<file path="src/rtl/uart_line_editor.sv">
// Command-line editor between the UART receive and transmit paths: buffers printable bytes,
// handles backspace, echoes edits and presents a completed line on carriage return.
module uart_line_editor #(
  parameter int MAX_LEN = 32,
  parameter int ADDR_W  = $clog2(MAX_LEN)
) (
  input  logic              CLK,
  input  logic              RST,
  input  logic [7:0]        RX_DAT,
  input  logic              RX_VALID,
  output logic [7:0]        TX_DAT,
  output logic              TX_SEND,
  input  logic              TX_READY,
  output logic              LINE_VALID,
  output logic [ADDR_W:0]   LINE_LEN,
  input  logic [ADDR_W-1:0] LINE_RD_ADDR,
  output logic [7:0]        LINE_RD_DAT,
  input  logic              LINE_ACK,
  output logic              OVERFLOW,
  output logic              RX_DROP
);

  // state | meaning
  // IDLE  | accepting received bytes, echo queue empty
  // SEND  | waiting for TX_READY, then send queue head
  // GUARD | one cycle while the transmitter drops READY
  // WAIT  | waiting for the transmitter to finish the byte
  // LINE  | completed line held until LINE_ACK
  typedef enum logic [2:0] {S_IDLE, S_SEND, S_GUARD, S_WAIT, S_LINE} state_t;

  localparam logic [ADDR_W:0] MAX_LEN_L = (ADDR_W+1)'(MAX_LEN);

  state_t          state_q, state_d;
  logic [ADDR_W:0] len_q, len_d;
  logic [7:0]      q0_q, q0_d, q1_q, q1_d, q2_q, q2_d;
  logic [1:0]      cnt_q, cnt_d;
  logic            pend_q, pend_d;
  logic [7:0]      tx_dat_q, tx_dat_d;
  logic            line_valid_q, line_valid_d;
  logic            ovf_q, ovf_d;
  logic            drop_q, drop_d;
  logic [7:0]      rd_dat_q, rd_dat_d;
  logic            wr_en;
  logic            tx_send;
  logic [7:0]      buf_mem [MAX_LEN];

  // Send fires in the same cycle READY is seen so the first echo leaves one cycle after RX.
  assign tx_send = (state_q == S_SEND) && TX_READY;

  always_comb begin
    state_d      = state_q;
    len_d        = len_q;
    q0_d         = q0_q;
    q1_d         = q1_q;
    q2_d         = q2_q;
    cnt_d        = cnt_q;
    pend_d       = pend_q;
    tx_dat_d     = tx_dat_q;
    line_valid_d = line_valid_q;
    ovf_d        = ovf_q;
    drop_d       = drop_q;
    wr_en        = 1'b0;
    rd_dat_d     = ({1'b0, LINE_RD_ADDR} < MAX_LEN_L) ? buf_mem[LINE_RD_ADDR] : 8'h00;

    if (RX_VALID && state_q != S_IDLE) drop_d = 1'b1;

    case (state_q)
      S_IDLE: begin
        if (RX_VALID) begin
          if (RX_DAT >= 8'h20 && RX_DAT <= 8'h7E) begin
            cnt_d   = 2'd1;
            state_d = S_SEND;
            if (len_q < MAX_LEN_L) begin
              wr_en = 1'b1;
              len_d = len_q + 1'b1;
              q0_d  = RX_DAT;
            end else begin
              ovf_d = 1'b1;
              q0_d  = 8'h07;
            end
          end else if (RX_DAT == 8'h08 || RX_DAT == 8'h7F) begin
            if (len_q != '0) begin
              len_d   = len_q - 1'b1;
              q0_d    = 8'h08;
              q1_d    = 8'h20;
              q2_d    = 8'h08;
              cnt_d   = 2'd3;
              state_d = S_SEND;
            end
          end else if (RX_DAT == 8'h0D) begin
            q0_d    = 8'h0D;
            q1_d    = 8'h0A;
            cnt_d   = 2'd2;
            pend_d  = 1'b1;
            state_d = S_SEND;
          end
        end
      end
      S_SEND: begin
        if (TX_READY) begin
          tx_dat_d = q0_q;
          q0_d     = q1_q;
          q1_d     = q2_q;
          q2_d     = 8'h00;
          cnt_d    = cnt_q - 1'b1;
          state_d  = S_GUARD;
        end
      end
      S_GUARD: state_d = S_WAIT;
      S_WAIT: begin
        if (TX_READY) begin
          if (cnt_q != 2'd0) begin
            state_d = S_SEND;
          end else if (pend_q) begin
            pend_d       = 1'b0;
            line_valid_d = 1'b1;
            state_d      = S_LINE;
          end else begin
            state_d = S_IDLE;
          end
        end
      end
      S_LINE: begin
        if (LINE_ACK) begin
          len_d        = '0;
          ovf_d        = 1'b0;
          drop_d       = 1'b0;
          line_valid_d = 1'b0;
          state_d      = S_IDLE;
        end
      end
      default: state_d = S_IDLE;
    endcase
  end

  always_ff @(posedge CLK or posedge RST) begin
    if (RST) begin
      state_q      <= S_IDLE;
      len_q        <= '0;
      q0_q         <= 8'h00;
      q1_q         <= 8'h00;
      q2_q         <= 8'h00;
      cnt_q        <= 2'd0;
      pend_q       <= 1'b0;
      tx_dat_q     <= 8'h00;
      line_valid_q <= 1'b0;
      ovf_q        <= 1'b0;
      drop_q       <= 1'b0;
      rd_dat_q     <= 8'h00;
    end else begin
      state_q      <= state_d;
      len_q        <= len_d;
      q0_q         <= q0_d;
      q1_q         <= q1_d;
      q2_q         <= q2_d;
      cnt_q        <= cnt_d;
      pend_q       <= pend_d;
      tx_dat_q     <= tx_dat_d;
      line_valid_q <= line_valid_d;
      ovf_q        <= ovf_d;
      drop_q       <= drop_d;
      rd_dat_q     <= rd_dat_d;
    end
  end

  // Line storage is deliberately left out of reset.
  always_ff @(posedge CLK) begin
    if (wr_en) buf_mem[len_q[ADDR_W-1:0]] <= RX_DAT;
  end

  assign TX_SEND     = tx_send;
  assign TX_DAT      = tx_send ? q0_q : tx_dat_q;
  assign LINE_VALID  = line_valid_q;
  assign LINE_LEN    = len_q;
  assign LINE_RD_DAT = rd_dat_q;
  assign OVERFLOW    = ovf_q;
  assign RX_DROP     = drop_q;

endmodule

</file>
<file path="config.mk">
export PLATFORM = sky130hd
export DESIGN_NAME = uart_line_editor
export DESIGN_NICKNAME = d
export VERILOG_FILES = /design/src/rtl/uart_line_editor.sv
export SDC_FILE = /design/constraint.sdc
export NUM_CORES = 1
export LEC_CHECK = 0
export ABC_AREA = 1
export CORE_AREA = 2 2 190 192
export DETAILED_ROUTE_END_ITERATION = 7
export DIE_AREA = 0 0 192 194
export HOLD_SLACK_MARGIN = 0.03
export PLACE_DENSITY = 0.61
export SLEW_MARGIN = 10
export SYNTH_ARGS = -nofsm -noshare
export SYNTH_HDL_FRONTEND = slang
export SYNTH_SLANG_ARGS = --single-unit
</file>
<file path="constraint.sdc">
create_clock -name CLK -period 2.6 [get_ports CLK]
set_input_delay 0.26 -clock CLK [delete_from_list [all_inputs] [get_ports CLK]]
set_output_delay 0.26 -clock CLK [all_outputs]
set_load 0.02 [all_outputs]
</file>
==> metrics.md <==
| Metric | Value |
|---|---|
| Outcome | `completed` |
| Port bufs | `43` |
| Detailed-route DRC error count | `0` |
| Area grow syn2layout | `17.9%` |
| First-pass GRT wire length | `50,100 microns` |
| Die area | `37,200 sq um` |
| Worst vdd ir | `0.598 mV` |
| CP startpoint kind | `register` |
| Routed len/inst | `18.5 microns` |
| R2R setup slack | `230 ps` |
| Cells on worst reg2reg path | `3` |
| Min-Delay Path Class | `primary input to asynchronous set/reset pin` |
| Setup violators final | `0` |
| Vias in the first global route | `8,544` |
| Via count | `~9,000` |
| Final Critical Period | `2400 ps` |
| Final Hold Viols | `0` |
| Max Fclk | `417 MHz` |
| Leak | `5.93 nW` |
| CTS sink cnt | `299` |
| Net Sw Frac | `0.299` |
| CTS Hold Bufs | `0` |
| Core area | `35,200 sq um` |
| Initial core utilization | `0.366` |
| Crit path DAT | `2140 ps` |
| Initial antenna violation count | `0` |
| Worst flop-to-flop path endpoint | `buf_mem[16][5]` |
| Layout cells sized above 1 | `0.137` |
| Headroom to the max-slew limit | `0.198` |
| Critical-path cell list | `nor2_2 -> nand2_1 -> inv_2 -> nand2_4 -> clkinv_2 -> nand2_1 -> nand2_1 -> dlygate4sd2_1` |
| IO Pins | `between 40 and 50` |
| Crit path depth | `8` |
| Worst-path clk slew | `60 ps` |
| Max clock buf depth | `3` |
| Worst-skew pair later-pin latency | `560 ps` |
| CP max FO | `10` |
| Netlist Area Pre-Place | `between 10,000 and 15,000 sq um` |
| Gate power share | `0.220` |
| FFs w/ async S/R, synth | `0.144` |
| Fin crit share | `0.922` |
| CTS tree | `built` |
| RSZ-0062 raised after global routing | `no` |
| H-Tree Depth | `1` |
| Root Buffer | `clkbuf_16` |
| Psw | `3.86 mW` |
| Post-CTS Setup Bufs | `0` |
| Critical Path Max Stage Delay | `approximately 420 ps` |
| Post-synth net total | `1,219` |
| Worst endpoint required time | `about 2300 ps` |
| Setup Crit Path Kind | `register to primary output` |
| Number of placement rows | `69` |
| Seq cells post-synth | `between 200 and 300` |
| Initial drt markers | `around 910` |
| Post-synth EDFFs | `256` |
| Sequential Power Share | `0.441` |
| Clock power share | `0.339` |
| Most used cell, CP | `nand2_1` |
| Largest net degree at the start of global routing | `129` |
| CP bufs+invs | `3` |
| Synth cell types | `36` |
| Detail Route Antenna Nets | `0` |
| Diodes inserted | `0` |
| CP top delay family | `buffers and inverters` |
| DP Area | `14,200 sq um` |
| RR Startpoint | `LINE_LEN[2]` |
| Seq/Total Area, Yosys | `0.680` |
| Clk_skew | `18.5 ps` |
| GR Overflow Total | `0` |
| Overall global routing resource usage | `0.177` |
| Crit end category | `primary output` |
| Cells after synthesis | `roughly 1,200` |
| Post-synth top flop | `edfxtp_1` |
| Warnings, synthesis | `0` |
| Hold WS | `around 45 ps` |
| Cell area after layout | `15,200 sq um` |
| Worst setup path endpoint | `TX_DAT[3]` |
| Worst-Margin Slew | `1190 ps` |
| CP max stage cell | `dfrtp_1` |
| Die height | `roughly 190 microns` |
| DP HPWL | `20,600 microns` |
| Nets | `approximately 1,300` |
| Die width | `around 190 microns` |
| Routed WL | `32,600 microns` |
| CTS buffer count | `31` |
| Vias per cell | `5.09` |
| Max_cap viols | `0` |
| Pwr dens | `approximately 850 nW/um^2` |
| Worst Setup SP | `state_q[2]` |
| First-pass DRT Iterations | `7` |
| Max-slew violation count | `0` |
| Post-Synthesis Mean Instance Area | `10.8 sq um` |
| Int Pwr | `between 9 and 10 mW` |
| GPL Wtd Cong | `0.946` |
## cell usage after synthesis (2+ instances only)
library cell / count / share of area
nor2_2: 4 / 0.0019
buf_2: 38 / 0.015
nand3_2: 3 / 0.0023
a21oi_1: 24 / 0.0093
nand2_4: 4 / 0.0035
nand2_2: 7 / 0.0034
clkbuf_1: 11 / 0.0032
nor4_1: 2 / 0.00097
nor2_4: 3 / 0.0026
nand4_1: 8 / 0.0039
o21ai_2: 15 / 0.010
nand3_1: 215 / 0.084
inv_1: 42 / 0.012
dfrtp_1: 43 / 0.084
nand2_1: 400 / 0.12
ha_1: 8 / 0.0078
nor2_1: 41 / 0.012
buf_6: 2 / 0.0017
nor3_1: 14 / 0.0054
o21ai_0: 22 / 0.0085
or2_2: 3 / 0.0015
edfxtp_1: 256 / 0.60
buf_1: 6 / 0.0017
inv_2: 9 / 0.0026
## kinds of logic after synthesis
group | count (synthesis) | share of synthesized area
compound gates | 65 | 0.0303
buf+inv | 111 | 0.0388
simple gates | 707 | 0.241
fa+ha+maj | 9 | 0.00932
xor+xnor | 1 | 0.000680
flops | 299 | 0.680
## through the flow
| stage | power, mW | util | cells | setup slack (ps) | setup TNS (ps) |
|---|---|---|---|---|---|
| 3_3_place_gp | 8.65 | 0.402 | 1707 | -230 | -17470 |
| 3_5_place_dp | 8.67 | 0.402 | 1707 | -378 | -28940 |
| 4_1_cts | 13.0 | 0.431 | 1765 | 33.8 | 0 |
| 2_1_floorplan | 7.54 | - | 1192 | 227 | 0 |
| 5_1_grt | 13.5 | 0.431 | 1765 | 23.1 | 0 |
| 6_report | 12.9 | 0.431 | 1765 | 202 | 0 |
## final cells by class
class	count	area, sq um
Sequential cell	299	8760
Clock inverter	24	229
Inverter	52	198
Fill cell	3325	20000
Clock buffer	34	787
Tap cell	461	577
Timing Repair Buffer	113	1000
Multi-Input combinational cell	782	3630
## power groups by stage
stage / logic, mW / registers (mW) / clock network [mW]
global route: 3.15 / 5.74 / 4.64
global placement: 2.85 / 5.80 / 0
floorplan: 1.72 / 5.82 / 0
detailed placement: 2.88 / 5.80 / 0
finish: 2.85 / 5.70 / 4.38
CTS: 2.85 / 5.70 / 4.46
## routing by layer
metal / vias up / global-route usage / routed length [microns]
li1: 4281 / - / -
met4: 0 / 0.0512 / 842
met1: 4343 / 0.244 / 14400
met2: 302 / 0.286 / 15300
met5: - / 0 / 0
met3: 54 / 0.0333 / 2080
## cells in the final DEF (no fill, tap or decap), drive strengths merged, types with 3 or more instances in the layout
cell type,count
nand2,411
edfxtp,256
nand3,219
buf,72
inv,51
nor2,48
dfrtp,43
o21ai,38
clkbuf,34
clkdlybuf4s50,32
a21oi,25
clkinv,18
nor3,15
nand4,8
ha,8
dlygate4sd2,8
bufinv,4
or2,3
clkinvlp,3
## sequential cells by signal (all words and copies together) (netlist names)
name	cells
tx_dat_q	8
q1_q	3
LINE_RD_DAT	8
OVERFLOW	1
LINE_VALID	1
buf_mem	256
cnt_q	2
q2_q	1
pend_q	1
RX_DROP	1
state_q	3
LINE_LEN	6
q0_q	8
## timing repair
action | 4_1_cts | 5_1_grt
setup endpoints to repair | 9 | 3
gates cloned | 0 | 0
gates resized for setup | 9 | 2
## how the worst min path moves through the flow
stage               startpoint            end  cells after the start
detailed placement     q1_q[5]        q1_q[5]                      2
finish                     RST    tx_dat_q[4]                      2
CTS                        RST    tx_dat_q[2]                      2
floorplan            RX_DAT[0]  buf_mem[0][0]                      0
global route               RST    tx_dat_q[0]                      2
global placement       q1_q[3]        q1_q[3]                      2
Power figures use the tool's default switching activity.
